`src/rtl/dataflow_deadlock_pkg.sv`:
```
// Shared types and boolean-matrix helpers for the dataflow deadlock monitor.
// Matrices are flattened row-major with stride n: bit i*n+j means process i waits on j.
package dataflow_deadlock_pkg;
   localparam int DL_MAX_PROC = 16;
   localparam int DL_IDX_W    = $clog2(DL_MAX_PROC);
   localparam int DL_MAT_W    = DL_MAX_PROC * DL_MAX_PROC;

   typedef enum logic [2:0] {IDLE, STABLE, CLOSE, CHECK, HOLD} dl_state_t;
   typedef logic [DL_MAT_W-1:0]    dl_mat_t;
   typedef logic [DL_MAX_PROC-1:0] dl_vec_t;

   // Returns r | r*r; only the low n*n bits are meaningful.
   function automatic dl_mat_t bool_mat_square(input dl_mat_t r, input int n);
      dl_mat_t sq;
      sq = r;
      for (int i = 0; i < DL_MAX_PROC; i++)
         for (int j = 0; j < DL_MAX_PROC; j++)
            for (int k = 0; k < DL_MAX_PROC; k++)
               if (i < n && j < n && k < n)
                  sq[i*n+j] = sq[i*n+j] | (r[i*n+k] & r[k*n+j]);
      return sq;
   endfunction

   function automatic logic [DL_IDX_W-1:0] lowest_set(input dl_vec_t v);
      logic [DL_IDX_W-1:0] idx;
      idx = '0;
      for (int i = DL_MAX_PROC - 1; i >= 0; i--)
         if (v[i]) idx = DL_IDX_W'(i);
      return idx;
   endfunction
endpackage

```
`src/rtl/dataflow_deadlock_monitor_closure_step.sv`:
```
// One squaring step of the boolean transitive closure: r_out = r_in | r_in*r_in.
module dl_closure_step import dataflow_deadlock_pkg::*; #(
   parameter int N = 4
) (
   input  logic [N*N-1:0] r_in,
   output logic [N*N-1:0] r_out
);
   localparam int NN = N * N;

   always_comb r_out = NN'(bool_mat_square(DL_MAT_W'(r_in), N));
endmodule

```
`src/rtl/dataflow_deadlock_monitor.sv`:
```
// Deadlock monitor for dataflow regions: waits for a stable wait-for matrix,
// computes its transitive closure one squaring per cycle and reports the first cycle.
module dataflow_deadlock_monitor import dataflow_deadlock_pkg::*; #(
   parameter  int N_PROC        = 4,
   parameter  int STABLE_CYCLES = 16,
   parameter  int CNT_W         = 16,
   localparam int ITER          = (N_PROC > 2) ? $clog2(N_PROC) : 1,
   localparam int OW            = (N_PROC > 2) ? $clog2(N_PROC) : 1
) (
   input  logic                     clock,
   input  logic                     reset,
   input  logic                     enable,
   input  logic                     clear,
   input  logic [N_PROC*N_PROC-1:0] wait_mat,
   output logic                     busy,
   output logic                     deadlock,
   output logic                     dl_valid,
   output logic [OW-1:0]            dl_origin,
   output logic [N_PROC-1:0]        dl_members,
   output logic [CNT_W-1:0]         dl_count
);
   localparam int NN = N_PROC * N_PROC;
   localparam int CW = $clog2(STABLE_CYCLES + 1);
   localparam int SW = $clog2(ITER + 1);
   localparam logic [CW-1:0] CNT_LAST  = CW'(STABLE_CYCLES - 1);
   localparam logic [SW-1:0] STEP_LAST = SW'(ITER - 1);

   dl_state_t         state_q, state_d;
   logic [NN-1:0]     w_q, w_d, r_q, r_d, r_sq;
   logic [CW-1:0]     cnt_q, cnt_d;
   logic [SW-1:0]     step_q, step_d;
   logic              busy_q, busy_d, deadlock_q, deadlock_d, dl_valid_q, dl_valid_d;
   logic [OW-1:0]     origin_q, origin_d, origin_c;
   logic [N_PROC-1:0] members_q, members_d, members_c, diag;
   logic [CNT_W-1:0]  count_q, count_d;
   logic              changed;

   dl_closure_step #(.N(N_PROC)) u_step (.r_in(r_q), .r_out(r_sq));

   // Origin is the lowest process that reaches itself; members are mutually reachable with it.
   always_comb begin
      diag = '0;
      for (int i = 0; i < N_PROC; i++) diag[i] = r_q[i*N_PROC+i];
      origin_c  = OW'(lowest_set(DL_MAX_PROC'(diag)));
      members_c = '0;
      for (int o = 0; o < N_PROC; o++)
         if (origin_c == OW'(o)) begin
            for (int j = 0; j < N_PROC; j++)
               members_c[j] = r_q[o*N_PROC+j] & r_q[j*N_PROC+o];
            members_c[o] = 1'b1;
         end
   end

   always_comb begin
      state_d    = state_q;
      w_d        = w_q;
      r_d        = r_q;
      cnt_d      = cnt_q;
      step_d     = step_q;
      deadlock_d = deadlock_q;
      dl_valid_d = 1'b0;
      origin_d   = origin_q;
      members_d  = members_q;
      count_d    = count_q;
      changed    = (wait_mat != w_q);
      case (state_q)
         IDLE: begin
            cnt_d = '0;
            if (enable) state_d = STABLE;
         end
         STABLE: begin
            if (changed) begin
               w_d   = wait_mat;
               cnt_d = '0;
            end else if (cnt_q == CNT_LAST && w_q != '0) begin
               state_d = CLOSE;
               r_d     = w_q;
               step_d  = '0;
            end else if (cnt_q != CNT_LAST) begin
               cnt_d = cnt_q + 1'b1;
            end
         end
         CLOSE: begin
            if (changed) begin
               state_d = STABLE;
               w_d     = wait_mat;
               cnt_d   = '0;
            end else begin
               r_d    = r_sq;
               step_d = step_q + 1'b1;
               if (step_q == STEP_LAST) state_d = CHECK;
            end
         end
         CHECK: begin
            if (diag != '0) begin
               state_d    = HOLD;
               deadlock_d = 1'b1;
               dl_valid_d = 1'b1;
               origin_d   = origin_c;
               members_d  = members_c;
               count_d    = (count_q == '1) ? count_q : count_q + 1'b1;
            end else begin
               state_d = STABLE;
               cnt_d   = '0;
            end
         end
         HOLD: begin
            if (changed) begin
               state_d = STABLE;
               w_d     = wait_mat;
               cnt_d   = '0;
            end
         end
         default: state_d = IDLE;
      endcase
      if (!enable) begin
         state_d = IDLE;
         cnt_d   = '0;
      end
      // clear wins over a report computed in the same cycle
      if (clear) begin
         state_d    = enable ? STABLE : IDLE;
         cnt_d      = '0;
         deadlock_d = 1'b0;
         dl_valid_d = 1'b0;
         origin_d   = '0;
         members_d  = '0;
         count_d    = '0;
      end
      busy_d = (state_d == CLOSE) || (state_d == CHECK);
   end

   always_ff @(posedge clock or negedge reset) begin
      if (!reset) begin
         state_q    <= IDLE;
         w_q        <= '0;
         r_q        <= '0;
         cnt_q      <= '0;
         step_q     <= '0;
         busy_q     <= 1'b0;
         deadlock_q <= 1'b0;
         dl_valid_q <= 1'b0;
         origin_q   <= '0;
         members_q  <= '0;
         count_q    <= '0;
      end else begin
         state_q    <= state_d;
         w_q        <= w_d;
         r_q        <= r_d;
         cnt_q      <= cnt_d;
         step_q     <= step_d;
         busy_q     <= busy_d;
         deadlock_q <= deadlock_d;
         dl_valid_q <= dl_valid_d;
         origin_q   <= origin_d;
         members_q  <= members_d;
         count_q    <= count_d;
      end
   end

   assign busy       = busy_q;
   assign deadlock   = deadlock_q;
   assign dl_valid   = dl_valid_q;
   assign dl_origin  = origin_q;
   assign dl_members = members_q;
   assign dl_count   = count_q;
endmodule

```
`config.mk`:
```
export PLATFORM = sky130hd
export DESIGN_NAME = dataflow_deadlock_monitor
export DESIGN_NICKNAME = d
export VERILOG_FILES = /design/src/rtl/dataflow_deadlock_pkg.sv /design/src/rtl/dataflow_deadlock_monitor_closure_step.sv /design/src/rtl/dataflow_deadlock_monitor.sv
export SDC_FILE = /design/constraint.sdc
export NUM_CORES = 1
export LEC_CHECK = 0
export CAP_MARGIN = 40
export CORE_MARGIN = 5
export CORE_UTILIZATION = 50
export DETAILED_ROUTE_END_ITERATION = 7
export PLACE_DENSITY = 0.73
export SYNTH_ARGS = -nofsm -noshare
export SYNTH_HDL_FRONTEND = slang
export SYNTH_SLANG_ARGS = --single-unit --ignore-timing --ignore-initial --compat-mode --unroll-limit 50000
export TNS_END_PERCENT = 5
```
`constraint.sdc`:
```
create_clock -name clock -period 4 [get_ports clock]
set_input_delay 0.8 -clock clock [delete_from_list [all_inputs] [get_ports clock]]
set_output_delay 0.8 -clock clock [all_outputs]
set_load 0.01 [all_outputs]
```
# ---- Word-level counts from Yosys, hierarchy flattened
# Index checks and enable logic that the tools add are counted.
dict set report classes {
  n_addsub 3
  n_mux 50
  reduce_logical 16
  bitwise_logic 117
  eq_ne 23
}
# cell count
set ops {}
lappend ops {{16-bit two-way mux} 7}
lappend ops {{1-bit bitwise OR} 63}
lappend ops {{1-bit bitwise AND} 54}
lappend ops {{5-bit two-way mux} 7}
lappend ops {{16-bit one-hot mux with 2 select lines} 1}
lappend ops {{4-bit two-way mux} 7}
lappend ops {{3-bit two-way mux} 8}
lappend ops {{2-bit two-way mux} 10}
lappend ops {{5-bit one-hot mux with 4 select lines} 1}
lappend ops {{16-bit by 1-bit adder with 16-bit output, second input constant} 1}
lappend ops {{16-bit equality test, second input constant} 1}
lappend ops {{16-bit inequality test} 1}
lappend ops {{16-bit nonzero test} 1}
lappend ops {{3-bit one-hot mux with 5 select lines} 1}
lappend ops {{3-bit by 2-bit equality test with 1-bit output, second input constant} 4}
lappend ops {{5-bit inequality test, second input constant} 2}
lappend ops {{2-bit inequality test, second input constant} 4}
lappend ops {{1-bit two-way mux} 7}
lappend ops {{6-bit by 2-bit inequality test with 1-bit output, second input constant} 1}
lappend ops {{2-bit nonzero test} 3}
lappend ops {{5-bit by 1-bit adder with 5-bit output, second input constant} 1}
lappend ops {{5-bit by 4-bit equality test with 1-bit output, second input constant} 1}
lappend ops {{5-bit by 4-bit inequality test with 1-bit output, second input constant} 1}
lappend ops {{5-bit AND reduction} 1}
lappend ops {{18 further kinds} 21}
dict set report word_totals {
  out_inout_bits 25
  inputBits 20
  elab_cells 220
  register_bits 67
}

# ---- Longest topological paths before layout
# Gate-level depths: netlist (run 1).
dict set report depth {
  word_depth 12
  depth_mapped 8
}

# ---- By module
# A second synthesis (run 1) with hierarchy kept.
dict set report unflattened {
  hier_cells 353
  hier_area_um2 3721.1
}
# mod cells_per_inst seq_area_each_um2 area_per_inst_um2 n_inst
set by_module_without_submodules {}
lappend by_module_without_submodules {dataflow_deadlock_monitor 329 1676.6 3543.4 1}
lappend by_module_without_submodules {dl_closure_step 24 0.0 177.7 1}

# ---- Worst setup path before layout (run 1)
# Ideal clock, no wire load.
dict set report synth_timing {
  path_kind {input port to flip-flop}
  startpoint {input wait_mat[10]}
  endpoint {register w_q[10]}
  setup_slack_ns 1.676
  arrival_time_ns 2.196
  stages 6
  required_ns 3.872
  setup_time_ns 0.128
  path_cell_list {xor2_1 > nor4_2 > nand4_1 > o21ai_2 > buf_4 > mux2_1}
}
dict set report synth_between {
  elab_chain_cells 2
}
# element line
set synth_rtl {}
lappend synth_rtl {{start, declared} dataflow_deadlock_monitor.sv:14} ;# input logic [N_PROC*N_PROC-1:0] wait_mat,
lappend synth_rtl {{16-bit inequality test} dataflow_deadlock_monitor.sv:65} ;# changed = (wait_mat != w_q);
lappend synth_rtl {{2-bit AND reduction (no line)} --}
lappend synth_rtl {{end signal, assigned} dataflow_deadlock_monitor.sv:148} ;# w_q <= w_d;
lappend synth_rtl {{end, declared} dataflow_deadlock_monitor.sv:29} ;# logic [NN-1:0] w_q, w_d, r_q, r_d, r_sq;
# Several ways; a longest one is shown, not always the timed one.
# A chain may end at the register's enable or synchronous reset.

# ---- Worst setup path after layout (run 1)
dict set report layout_timing {
  startpoint {input wait_mat[10]}
  endpoint {register w_q[3]}
}
dict set report layout_between {
  elab_chain_cells 2
}
# element line
set layout_rtl {}
lappend layout_rtl {{16-bit inequality test} dataflow_deadlock_monitor.sv:65}
lappend layout_rtl {{2-bit AND reduction (no line)} --}
# No other way between the ends.

==> results of run 1 <==
## where the power goes
| part | internal (mW) | switching (mW) | leakage [nW] | total, mW |
|---|---|---|---|---|
| Clock | 0.337 | 0.253 | 0.108 | 0.589 |
| Combinational | 0.0485 | 0.0521 | 0.701 | 0.101 |
| Sequential | 0.697 | 0.0295 | 0.893 | 0.726 |
## area by class of cell
class,instances,area (sq um),area share [%]
inverters,11,41.3,0.961
flip-flops and latches,67,1680,39.0
multi-input cells,248,1760,41.0
clock buffers,12,165,3.84
well taps,96,120,2.80
repair buffers,49,485,11.3
clock inverters,4,47.5,1.11
## worst max-delay path, delay by kind of cell
kind | cells | cell delay, ps
AO/OA/AOI/OAI | 1 | 460
XOR/XNOR | 1 | 160
AND/OR/NAND/NOR | 2 | 710
multiplexers | 1 | 390
buffers and inverters | 1 | 430
## state kept, by name (all words and copies together), names as in the netlist
signal / count
dl_count: 16
r_q: 16
w_q: 16
cnt_q: 5
dl_members: 4
state_q: 3
dl_origin: 2
step_q: 2
busy: 1
deadlock: 1
dl_valid: 1
## layout by cell type (no fill, tap or decap), drive strengths merged, types with 3 or more instances in the layout
master / instances
mux2: 16
inv: 10
nand4: 8
nor3: 17
buf: 6
o22a: 16
o22ai: 4
nor4: 11
or4: 4
o21ai: 13
a21oi: 20
nand2: 22
xor2: 20
and3: 3
or3: 9
o211ai: 4
ha: 4
a221oi: 13
dfrtp: 67
clkdlybuf4s50: 43
clkinv: 3
a311oi: 5
xnor2: 4
clkbuf: 12
mux2i: 4
nand3: 7
nor2: 16
## kinds of logic after synthesis
logic type | count (synthesis) | synth area share (%)
and+or+nand+nor | 108 | 17.2
AOI/OAI and AO/OA | 92 | 18.8
DFF | 67 | 47.2
buffers and inverters | 29 | 3.31
xor gates and xnor gates | 24 | 5.91
muxes | 20 | 6.19
adders and majority gates | 4 | 1.41
## layer usage
layer / up-vias / GRT usage (%) / part of all wire (%)
met5: - / 0 / 0
met1: 1446 / 25.9 / 44
met3: 12 / 3.53 / 5.4
met4: 0 / 8.42 / 1.8
met2: 84 / 31.5 / 49
li1: 1412 / - / -
## path summary, 6_finish.rpt
check                                   from           end  slack (ps)
worst max-delay path            wait_mat[10]        w_q[3]        1260
worst min-delay path                   reset  dl_count[13]         320
worst max register to register        r_q[5]   dl_count[7]        1630
worst min register to register     step_q[0]     step_q[0]         480
max in group asynchronous              reset        w_q[2]        2850
min in group clock                 step_q[0]     step_q[0]         480
==> flow_metrics.tcl, run 1 <==
set metrics [dict create \
    avgSynthCellArea_sq_um 10.3 \
    clkSlewWorstSetupHoldPaths_ps 80 \
    final.setup.tns_ps 0 \
    worstSetupEndpointType "register" \
    netlist_area_sq_mm 0.00355 \
    max_slew.worst_pin.slew_ps 899 \
    totalWireLength_um 8070 \
    die_height_um 94.3 \
    synth_fp_nets 368 \
    ys.flop_type "dfrtp_1" \
    grt_max_degree 36 \
    cts-root-buf "clkbuf_8" \
    p_leak_nw 1.70 \
    num_vias 2954 \
    synth_area_leader_cell "dfrtp_1" \
    drv_cap 0 \
    slowest_delay_ps 460 \
    syn2layout_area_growth_pct 20.9 \
    required_ps 4220 \
    synth_edf_count 0 \
    antenna_left 0 \
    cts_htree_levels 3 \
    port_buffers 44 \
    die_area_sq_mm 0.00890 \
    setup_slack_ps 1260 \
    p_per_area_mw_per_mm2 330 \
    finalMaxSlewViolations 0 \
    cts_tree "done" \
    synth_cell_types 52 \
    synth_area_leaders "dfrtp_1, mux2_1, xor2_1, o22a_1, a221oi_1" \
    fin_util_pct 62.6 \
    final_area_sq_mm 0.00430 \
    cts_buffers 9 \
    setup_violations 0 \
    grt_pass1_wl_um 13800 \
    core-area_sq_mm 0.00687 \
    initial_utilization_pct 51.7 \
    io_pins 45 \
    core.rowCount 30 \
    clock-sinks 67 \
    ys_top_cells_by_count "dfrtp_1, nand2_1, a21oi_1, xor2_1, nor3_1" \
    wl_per_cell_um 16.6 \
    synth_seq_area_share_pct 47.2 \
    rsz0062_at_grt "false" \
    initialDrtViolationCount 151 \
    synth.most_common_cell "dfrtp_1" \
    period_share_pct 68.4 \
    min_path_type "in -> async" \
    place_ws_ps 886 \
    dp.final_hpwl_um 5770 \
    slowest_stage "o21ai_2" \
    clock_latency_ps 340 \
    critPathLaunchType "input pin" \
    synth_top_area_share_pct 47.2 \
    postCtsSetupBuffers 0 \
    fin_cells 487 \
    cts_buffer_depth 2 \
    power_mw 1.42 \
    drcViolationCount 0 \
    overflow 0 \
    post_dp_cell_area_sq_mm 0.00408 \
    fin_nets 410 \
    gp_congestion 0.824 \
    cts_resized 0 \
    hold_viol 0 \
    async_flop_share_pct 100 \
    reg2reg_depth 5 \
    via_per_inst 6.07 \
    fin_skew_ps 9.51 \
    grt_antenna_before_repair 0 \
    grt_use_total_pct 19.6 \
    ys_warn_count 0 \
    path_class "in -> reg" \
    cp.arrival_ps 2960 \
    grt_pass1_vias 2827 \
    dp.cells 471 \
    status "finished, final reports clean" \
    synth-seq-cells 67 \
    hold_ws_ps 319 \
    peakVddDrop_mv 0.243 \
    slew_headroom_pct 40.1 \
    hold_buffers 0 \
    fillCellCount 596 \
    min_period_ps 2740 \
    crit_fanout 17 \
    drive_gt1_share_pct 8.95 \
    netlist_instances 344 \
    firstDrtPassIters 4 \
    diodes 0 \
    crit_chain "clkdlybuf4s50_1 > xor2_1 > nor4_2 > nand4_1 > o21ai_2 > mux2_1" \
    max_clock_freq_ghz 0.365 \
    dieWidth_um 94.3 \
]
(Power assumes the default switching activity.)
==> inputs of run 2 (changes only) <==
Settings changed: PLACE_DENSITY 0.73 to 0.76.
Clock period 4 ns to 2.45 ns, I/O delays scaled along.
==> flow_metrics.tcl, run 2 (same netlist as run 1, synthesis figures left out) <==
set metrics [dict create \
    clock-sinks 67 \
    fin_cells 498 \
    slew_headroom_pct 62.7 \
    via_per_inst 6.02 \
    grt_max_degree 46 \
    grt_antenna_before_repair 0 \
    critPathLaunchType "input pin" \
    place_ws_ps -294 \
    die_height_um 94.3 \
    crit_chain "clkdlybuf4s50_1 > xor2_1 > nor4_2 > nand4_1 > or4_1 > mux2i_1" \
    final_common_cell "dfrtp_1" \
    drive_gt1_share_pct 10.9 \
    cts-root-buf "clkbuf_8" \
    slowest_delay_ps 620 \
    grt_use_total_pct 20.1 \
    p_per_area_mw_per_mm2 492 \
    initial_utilization_pct 51.7 \
    grt_pass1_vias 2916 \
    wl_per_cell_um 16.8 \
    gp_congestion 0.922 \
    core.rowCount 30 \
    clock_latency_ps 340 \
    hold_ws_ps 134 \
    hold_buffers 0 \
    crit_fanout 5 \
    status "finished, final reports clean" \
    setup_violations 0 \
    worstSetupEndpointType "register" \
    overflow 0 \
    port_buffers 44 \
    layout_common_cells "dfrtp_1, clkdlybuf4s50_1, nand2_1, xor2_1, a21oi_1" \
    max_slew.worst_pin.slew_ps 560 \
    p_leak_nw 1.75 \
    min_period_ps 2310 \
    crit_buf_inv 1 \
    cts_htree_levels 3 \
    hold_viol 0 \
    core-area_sq_mm 0.00687 \
    fin_skew_ps 8.44 \
    min_path_type "in -> async" \
    cp.arrival_ps 2570 \
    period_share_pct 94.4 \
    num_vias 2999 \
    cts_tree "done" \
    antenna_left 0 \
    cts_buffer_depth 2 \
    final.setup.tns_ps 0 \
    finalMaxSlewViolations 0 \
    syn2layout_area_growth_pct 23.1 \
    cts_buffers 9 \
    setup_slack_ps 136 \
    firstDrtPassIters 4 \
    required_ps 2710 \
    io_pins 45 \
    dieWidth_um 94.3 \
    grt_pass1_wl_um 14200 \
    drv_cap 0 \
    power_mw 2.15 \
    critPathTopFamily "simple AND/OR/NAND/NOR gates" \
    clkSlewWorstSetupHoldPaths_ps 70 \
    diodes 0 \
    final_area_sq_mm 0.00437 \
    max_clock_freq_ghz 0.432 \
    totalWireLength_um 8350 \
    peakVddDrop_mv 0.322 \
    fin_nets 422 \
    slowest_stage "or4_1" \
    drcViolationCount 0 \
    fin_util_pct 63.7 \
    initialDrtViolationCount 178 \
    post_dp_cell_area_sq_mm 0.00420 \
    rsz0062_at_grt "false" \
    dp.cells 483 \
    dp.final_hpwl_um 6030 \
    path_class "in -> reg" \
    die_area_sq_mm 0.00890 \
]
[run 2: final timing paths]
kind                                  start           end  slack, ps  depth (start not counted)
worst max-delay path            wait_mat[7]      cnt_q[0]        140                          6
worst min-delay path                  reset  dl_count[13]        130                          1
worst max register to register     cnt_q[0]      cnt_q[3]        240                          7
worst min register to register    step_q[0]     step_q[0]        480                          1
max in group asynchronous             reset        w_q[2]       1680                          2
min in group clock                step_q[0]     step_q[0]        480                          1
[run 2: what timing repair did]
action                                  4_1_cts  5_1_grt
gates resized for setup                       0        2
setup buffers                                 0        0
endpoints found under the setup margin        0       22
[run 2: routing by layer]
layer / wire length, um / GRT usage [%] / vias to the layer above
met2: 4220 / 34.1 / 105
li1: - / - / 1416
met3: 456 / 2.88 / 14
met5: 0 / 0 / -
met1: 3560 / 25.8 / 1464
met4: 112 / 8.18 / 0
[run 2: final cells by class]
cell class / instances / area (sq um)
fill: 585 / 2490
multi-input combinational: 248 / 1780
sequential: 67 / 1680
timing repair buffer: 61 / 601
clock buffer: 12 / 145
tap: 96 / 120
inverter: 11 / 41.3
clock inverter: 3 / 15.0
[run 2: report_power, final]
group	switching (mW)	total, mW	internal (mW)	leakage [nW]
Combinational	0.0927	0.182	0.0892	0.774
Sequential	0.0440	1.18	1.14	0.893
Clock	0.403	0.788	0.385	0.0860
Total	0.540	2.15	1.61	1.75
